==> src/rtl/fpu_arbiter_pkg.sv <==
// Shared FPU types for the two-port fpu16 arbiter: operand/opcode/flag types,
// arbiter FSM states and default per-opcode latencies.
package fpu_arbiter_pkg;

   typedef logic [15:0] fp16_t;

   typedef enum logic [2:0] {
      FPU_ADD = 3'd0,
      FPU_SUB = 3'd1,
      FPU_MUL = 3'd2,
      FPU_DIV = 3'd3,
      FPU_MIN = 3'd4,
      FPU_MAX = 3'd5,
      FPU_CMP = 3'd6,
      FPU_NEG = 3'd7
   } fpuOp_t;

   typedef struct packed {
      logic n;
      logic z;
      logic c;
      logic v;
   } condCode_t;

   typedef struct packed {
      logic lt;
      logic eq;
      logic gt;
      logic un;
   } fpuComp_t;

   typedef struct packed {
      logic nv;
      logic dz;
      logic of;
      logic uf;
      logic nx;
   } statusFlag_t;

   typedef enum logic [1:0] {
      IDLE  = 2'd0,
      ISSUE = 2'd1,
      WAIT  = 2'd2,
      RESP  = 2'd3
   } arbState_t;

   localparam int LAT_ADD_DEFAULT = 1;
   localparam int LAT_MUL_DEFAULT = 4;
   localparam int LAT_DIV_DEFAULT = 12;

   function automatic int maxOf3(input int a, input int b, input int c);
      int m;
      m = (a > b) ? a : b;
      return (m > c) ? m : c;
   endfunction

endpackage

==> src/rtl/fpu_rr_arb.sv <==
// Two-port round-robin grant: a lone requester always wins, a tie goes to
// the port that was not granted last.
module fpu_rr_arb (
   input  logic       clock,
   input  logic       reset,
   input  logic       enable,
   input  logic [1:0] reqValid,
   output logic [1:0] grant
);

   logic lastGrant;

   always_comb begin
      grant = 2'b00;
      if (enable) begin
         case (reqValid)
            2'b01:   grant = 2'b01;
            2'b10:   grant = 2'b10;
            2'b11:   grant = lastGrant ? 2'b01 : 2'b10;
            default: grant = 2'b00;
         endcase
      end
   end

   // Any nonzero grant is an accept, since grant only covers valid ports.
   always_ff @(posedge clock) begin
      if (!reset) begin
         lastGrant <= 1'b1;
      end else if (grant != 2'b00) begin
         lastGrant <= grant[1];
      end
   end

endmodule

==> src/rtl/fpu_arbiter.sv <==
// Shares one external fpu16 between two requesters: accept, issue, wait for
// the opcode's fixed latency, then return the captured result to the owner.
module fpu_arbiter
   import fpu_arbiter_pkg::*;
#(
   parameter int LAT_ADD = LAT_ADD_DEFAULT,
   parameter int LAT_MUL = LAT_MUL_DEFAULT,
   parameter int LAT_DIV = LAT_DIV_DEFAULT
) (
   input  logic        clock,
   input  logic        reset,
   input  logic [1:0]  reqValid,
   output logic [1:0]  reqReady,
   input  fp16_t       reqIn1 [2],
   input  fp16_t       reqIn2 [2],
   input  fpuOp_t      reqOp [2],
   output logic [1:0]  respValid,
   output fp16_t       respResult,
   output condCode_t   respCond,
   output fpuComp_t    respComps,
   output statusFlag_t respFlags,
   output statusFlag_t flagsSticky,
   input  logic        flagsClear,
   output logic        busy,
   output fp16_t       fpuIn1,
   output fp16_t       fpuIn2,
   output fpuOp_t      op,
   output logic        start,
   input  fp16_t       fpuOut,
   input  condCode_t   condCodes,
   input  statusFlag_t statusFlags,
   input  fpuComp_t    comps
);

   localparam int LAT_MAX = maxOf3(LAT_ADD, LAT_MUL, LAT_DIV);
   localparam int CW      = $clog2(LAT_MAX + 1);

   arbState_t     state;
   logic          owner;
   logic [CW-1:0] cnt;
   logic [1:0]    grant;
   logic          accept;
   logic          capture;

   function automatic logic [CW-1:0] latOf(input fpuOp_t o);
      case (o)
         FPU_MUL: latOf = CW'(LAT_MUL);
         FPU_DIV: latOf = CW'(LAT_DIV);
         default: latOf = CW'(LAT_ADD);
      endcase
   endfunction

   fpu_rr_arb u_arb (
      .clock    (clock),
      .reset    (reset),
      .enable   (reset && (state == IDLE)),
      .reqValid (reqValid),
      .grant    (grant)
   );

   assign reqReady = grant;
   assign accept   = (grant != 2'b00);
   assign capture  = (state == WAIT) && (cnt == CW'(1));

   // The FPU operand/opcode outputs are the accept registers themselves, so
   // they stay put from one accept to the next.
   always_ff @(posedge clock) begin
      if (!reset) begin
         state       <= IDLE;
         owner       <= 1'b0;
         cnt         <= '0;
         fpuIn1      <= '0;
         fpuIn2      <= '0;
         op          <= FPU_ADD;
         start       <= 1'b0;
         busy        <= 1'b0;
         respValid   <= 2'b00;
         respResult  <= '0;
         respCond    <= '0;
         respComps   <= '0;
         respFlags   <= '0;
         flagsSticky <= '0;
      end else begin
         start     <= 1'b0;
         respValid <= 2'b00;
         case (state)
            IDLE: begin
               if (accept) begin
                  owner  <= grant[1];
                  fpuIn1 <= reqIn1[grant[1]];
                  fpuIn2 <= reqIn2[grant[1]];
                  op     <= reqOp[grant[1]];
                  start  <= 1'b1;
                  busy   <= 1'b1;
                  state  <= ISSUE;
               end
            end
            ISSUE: begin
               cnt   <= latOf(op);
               state <= WAIT;
            end
            WAIT: begin
               if (capture) begin
                  respResult <= fpuOut;
                  respCond   <= condCodes;
                  respComps  <= comps;
                  respFlags  <= statusFlags;
                  respValid  <= owner ? 2'b10 : 2'b01;
                  state      <= RESP;
               end else begin
                  cnt <= cnt - 1'b1;
               end
            end
            RESP: begin
               busy  <= 1'b0;
               state <= IDLE;
            end
            default: state <= IDLE;
         endcase
         // A clear coinciding with a capture keeps only the fresh flags.
         if (capture) begin
            flagsSticky <= (flagsClear ? '0 : flagsSticky) | statusFlags;
         end else if (flagsClear) begin
            flagsSticky <= '0;
         end
      end
   end

endmodule

==> config.mk <==
export PLATFORM = sky130hd
export DESIGN_NAME = fpu_arbiter
export DESIGN_NICKNAME = d
export VERILOG_FILES = /design/src/rtl/fpu_arbiter_pkg.sv /design/src/rtl/fpu_rr_arb.sv /design/src/rtl/fpu_arbiter.sv
export SDC_FILE = /design/constraint.sdc
export NUM_CORES = 1
export LEC_CHECK = 0
export ABC_AREA = 1
export CAP_MARGIN = 15
export CORE_UTILIZATION = 44
export CTS_CLUSTER_DIAMETER = 120
export DETAILED_ROUTE_END_ITERATION = 10
export HOLD_SLACK_MARGIN = 0.06
export PLACE_DENSITY = 0.94
export SLEW_MARGIN = 0
export SYNTH_ARGS = -nofsm -noshare
export SYNTH_HDL_FRONTEND = slang
export SYNTH_SLANG_ARGS = --single-unit
==> constraint.sdc <==
create_clock -name clock -period 3.7 [get_ports clock]
set_input_delay 0.74 -clock clock [delete_from_list [all_inputs] [get_ports clock]]
set_output_delay 0.74 -clock clock [all_outputs]
set_load 0.03 [all_outputs]
# Yosys cells after proc, flatten, opt, wreduce, memory -nomap -nowiden
# Cells that the tools add are included.
# word_totals
wordCells	82
regBits	81
input_bits	104
# op_classes
muxes	24
add_sub_neg	1
magnitude_cmp	1
reduce_logical	13
bitwise_logic	2
eq_ne	12
# ops
cell	count
16-bit two-way mux	6
4-bit case mux with 2 select lines	2
2-bit AND reduction	6
2-bit two-way mux	5
5-bit two-way mux	2
3-bit two-way mux	3
2-bit equality test (second input constant)	4
2-bit case mux with 4 select lines	1
3-bit by 2-bit equality test with 1-bit output (second input constant)	2
2-bit inequality test (second input constant)	3
2-bit case mux with 3 select lines	1
2-bit nonzero test	3
5-bit OR	1
2-bit by 1-bit equality test with 1-bit output (second input constant)	2
4-bit by 1-bit equality test with 1-bit output (second input constant)	1
4-bit two-way mux	1
4-bit by 1-bit subtractor with 4-bit output (second input constant)	1
3-bit AND reduction	1
2-bit greater-or-equal comparator (second input constant)	1
1-bit logical AND	2
2-bit zero test	1
1-bit two-way mux	2
1-bit inverter with 2-bit output	1
1-bit case mux with 2 select lines	1

# Logic depth before layout (Yosys ltp)
# logic_depth
depth_word	7
mapped_depth	9
ltp_nobuf	8

# By module
# From an unflattened synthesis, not the netlist that was laid out.
# unflattened
hier_cells	430
hier_area_um2	3250.6
# modules_own_cells
mod	cells_per_inst	area_each_um2	n_inst
fpu_arbiter	419	3183.1	1
fpu_rr_arb	11	67.6	1

# Least setup slack after synthesis
# Ideal clock, no wire load.
# synth_timing
kind	in2out
from	in reset
to	out reqReady[0]
setup_slack_ns	1.413
t_arrival_ns	1.547
n_path_buf	1
path_stages	3
cell_sequence	buf_4 -> nand3_2 -> a21oi_1
# synth_via
elab_chain_cells	2
# synth_lines
element	line_no	rtl
from (decl)	fpu_arbiter.sv:11	input logic reset,
1-bit logical AND	fpu_arbiter.sv:56	.enable (reset && (state == IDLE)),
2-bit two-way mux	fpu_rr_arb.sv:15	if (enable) begin
to (decl)	fpu_arbiter.sv:13	output logic [1:0] reqReady,
# No other way between the ends.

# Final worst setup path
# Same ends and word-level chain as after synthesis.

==> results by group <==
Global route
  • Largest net degree at the start of global routing: 74
  • Total GRT Usage: 23.5%
  • First-pass GRT wire length: 16.2 mm
  • Total gr overflow: 0
  • Initial antenna violation count: 0
  • Via count of the first global-routing pass: 3648

Routing
  • Iteration-0 DRC Markers: 145
  • 1st-pass router iterations: 6
  • DRC: 0
  • Routed Antenna Nets: 0
  • Drt total wl: 10.2 mm
  • Wirelength per Cell: 12.7 um
  • Vias: 3837
  • Via density: 4.77

Timing
  • Worst slew margin relative to its limit: 54.7%
  • Crit path time final: 2.72 ns
  • Max Clock Freq: 368 MHz
  • Clock skew: 0.0177 ns
  • RSZ-0062 raised after global routing: no
  • Setup TNS: 0 ns
  • Pins over their slew limit: 0
  • Final Hold Vio Count: 0
  • Final period utilization: 73.5%
  • Worst slew pin tran: 0.680 ns
  • Setup violators final: 0

Clock tree
  • CTS resizes: 0
  • Clk root buf: clkbuf_8
  • CTS Hold Bufs: 0
  • Clock Sinks: 81
  • TritonCTS clock tree: done
  • Num CTS Buffers: 9
  • Clk_lat worst skew: 0.34 ns
  • CTS H-tree depth: 3
  • Clock Path Buffers: 2
  • Reg clk slew, reported paths: 0.08 ns
  • Post-CTS Setup Bufs: 0

Layout
  • Ratio of cells with drive above 1 in the final layout: 5.84%
  • Area Growth Syn to Fin: 53.8%
  • Nets: 808
  • Storage cell area: 1620 um^2
  • Most common cell after layout, fill and taps aside: nand2_1
  • Multi-input logic area: 1580 um^2
  • Commonest non-fill, non-tap cells in the layout: nand2_1, clkdlybuf4s50_1, inv_1, dfxtp_1, a21oi_1
  • Ant. Diodes: 0
  • Post-route insts no fill: 804
  • Design area: 5660 um^2
  • Util after Layout: 71.4%
  • FILL cells: 613

Logic synthesis
  • Post-synth EDFFs: 0
  • YS warnings: 0
  • Async set-reset flop share out of synthesis: 0%
  • Cells after Synth: 532
  • Register area share after synthesis: 44.1%
  • Post-synthesis cell type count: 26
  • Syn_area_per_cell: 6.92 um^2
  • Mapped cell area: 3680 um^2
  • Mapped Nets: 643
  • Synthesis-stage register bit count: 81
  • Ys flop type: dfxtp_1

Setup path
  • Startpoint Class: input port
  • Max FO, Critical Path: 17
  • Worst EP arrival: 1.98 ns
  • CP endpoint kind: output pin
  • CP Class: in -> out
  • Worst path required time: 2.96 ns

Power
  • Static leakage: 0.00265 uW
  • Pwr dens: 563 nW/um^2
  • Peak supply drop: 0.312 mV

Outcome
  • Outcome: completed

Floorplan
  • Chip Width: 93.5 um
  • Chip Height: 93.5 um
  • Die area: 8740 um^2
  • Core box area: 7930 um^2
  • Num ports: 179
  • Row count: 32
  • Initial Utilization: 46.4%

Flow run
  • Max Cap Violations: 0

Worst hold path
  • Type of the worst min-delay path: reg -> reg

Placement
  • Post-DP HPWL: 7.52 mm
  • GP Congestion: 0.804
  • Number of port buffers: 178
  • Area post-placement: 5450 um^2
  • Cells after DPL: 788
[worst paths after layout]
path,startpoint,to,slack (ns),depth (start not counted)
worst max register to register,state[0],flagsSticky[2],1.25,6
worst max-delay path,reset,reqReady[0],0.98,5
worst min register to register,owner,respValid[0],0.43,1
worst min-delay path,owner,respValid[0],0.43,1
[flip-flops by register name, indices dropped and copies added, names as in the netlist]
register,count
op,3
respResult,16
respValid,2
owner,1
u_arb.lastGrant,1
start,1
respComps,4
busy,1
fpuIn1,16
flagsSticky,5
state,2
fpuIn2,16
cnt,4
respCond,4
respFlags,5
[Yosys cell counts (all sizes together) (7+ instances only)]
master | n | area share, %
nor2 | 12 | 1.7
ha | 7 | 2.4
inv | 84 | 8.6
buf | 21 | 3.8
nand3 | 44 | 6.6
a21oi | 42 | 5.7
nand2 | 192 | 20
o21ai | 37 | 5.0
clkbuf | 7 | 0.71
dfxtp | 81 | 44
[metal layers]
layer  wire, um  part of all wire (%)  GRT usage (%)  vias up
met3        777                   7.6           7.56       18
met2       5020                    49           42.3      168
met4        224                   2.2           8.21        0
met5          0                     0              0        -
met1       4160                    41           25.7     1696
li1           -                     -              -     1955
[metrics by stage]
step / hold slack [ns] / setup WS (ns) / total power, uW
after global routing: 0.458 / 0.907 / 3390
after global placement: 0.415 / 1.01 / 2480
after floorplan: 0.401 / 1.41 / 2010
after CTS: 0.435 / 0.980 / 3210
after detailed placement: 0.422 / 0.980 / 2530
final: 0.434 / 0.981 / 3190
[logic make-up after synthesis]
group | count (synthesis) | share of synthesized area, %
simple gates | 252 | 29.6
buf+inv | 112 | 13.1
compound gates | 80 | 10.9
flops | 81 | 44.1
fa+ha+maj | 7 | 2.38
[cell type report]
| cell class | instances | share of cell area, % |
|---|---|---|
| timing repair buffer | 182 | 31.9 |
| multi-input combinational | 339 | 27.9 |
| sequential | 81 | 28.6 |
| clock inverter | 5 | 1.08 |
| inverter | 84 | 5.57 |
| tap | 102 | 2.25 |
| clock buffer | 11 | 2.67 |
[critical path, stage by stage]
cell and delay, ns:
clkdlybuf4s50_1 0.47, buf_4 0.22, nand3_2 0.14, a21oi_1 0.19, buf_4 0.20
[power breakdown]
group / switching (uW) / internal (uW)
combinational: 813 / 553
clock: 314 / 352
sequential: 108 / 1050
total: 1230 / 1950
No activity file was read; power rests on OpenSTA's default activity.
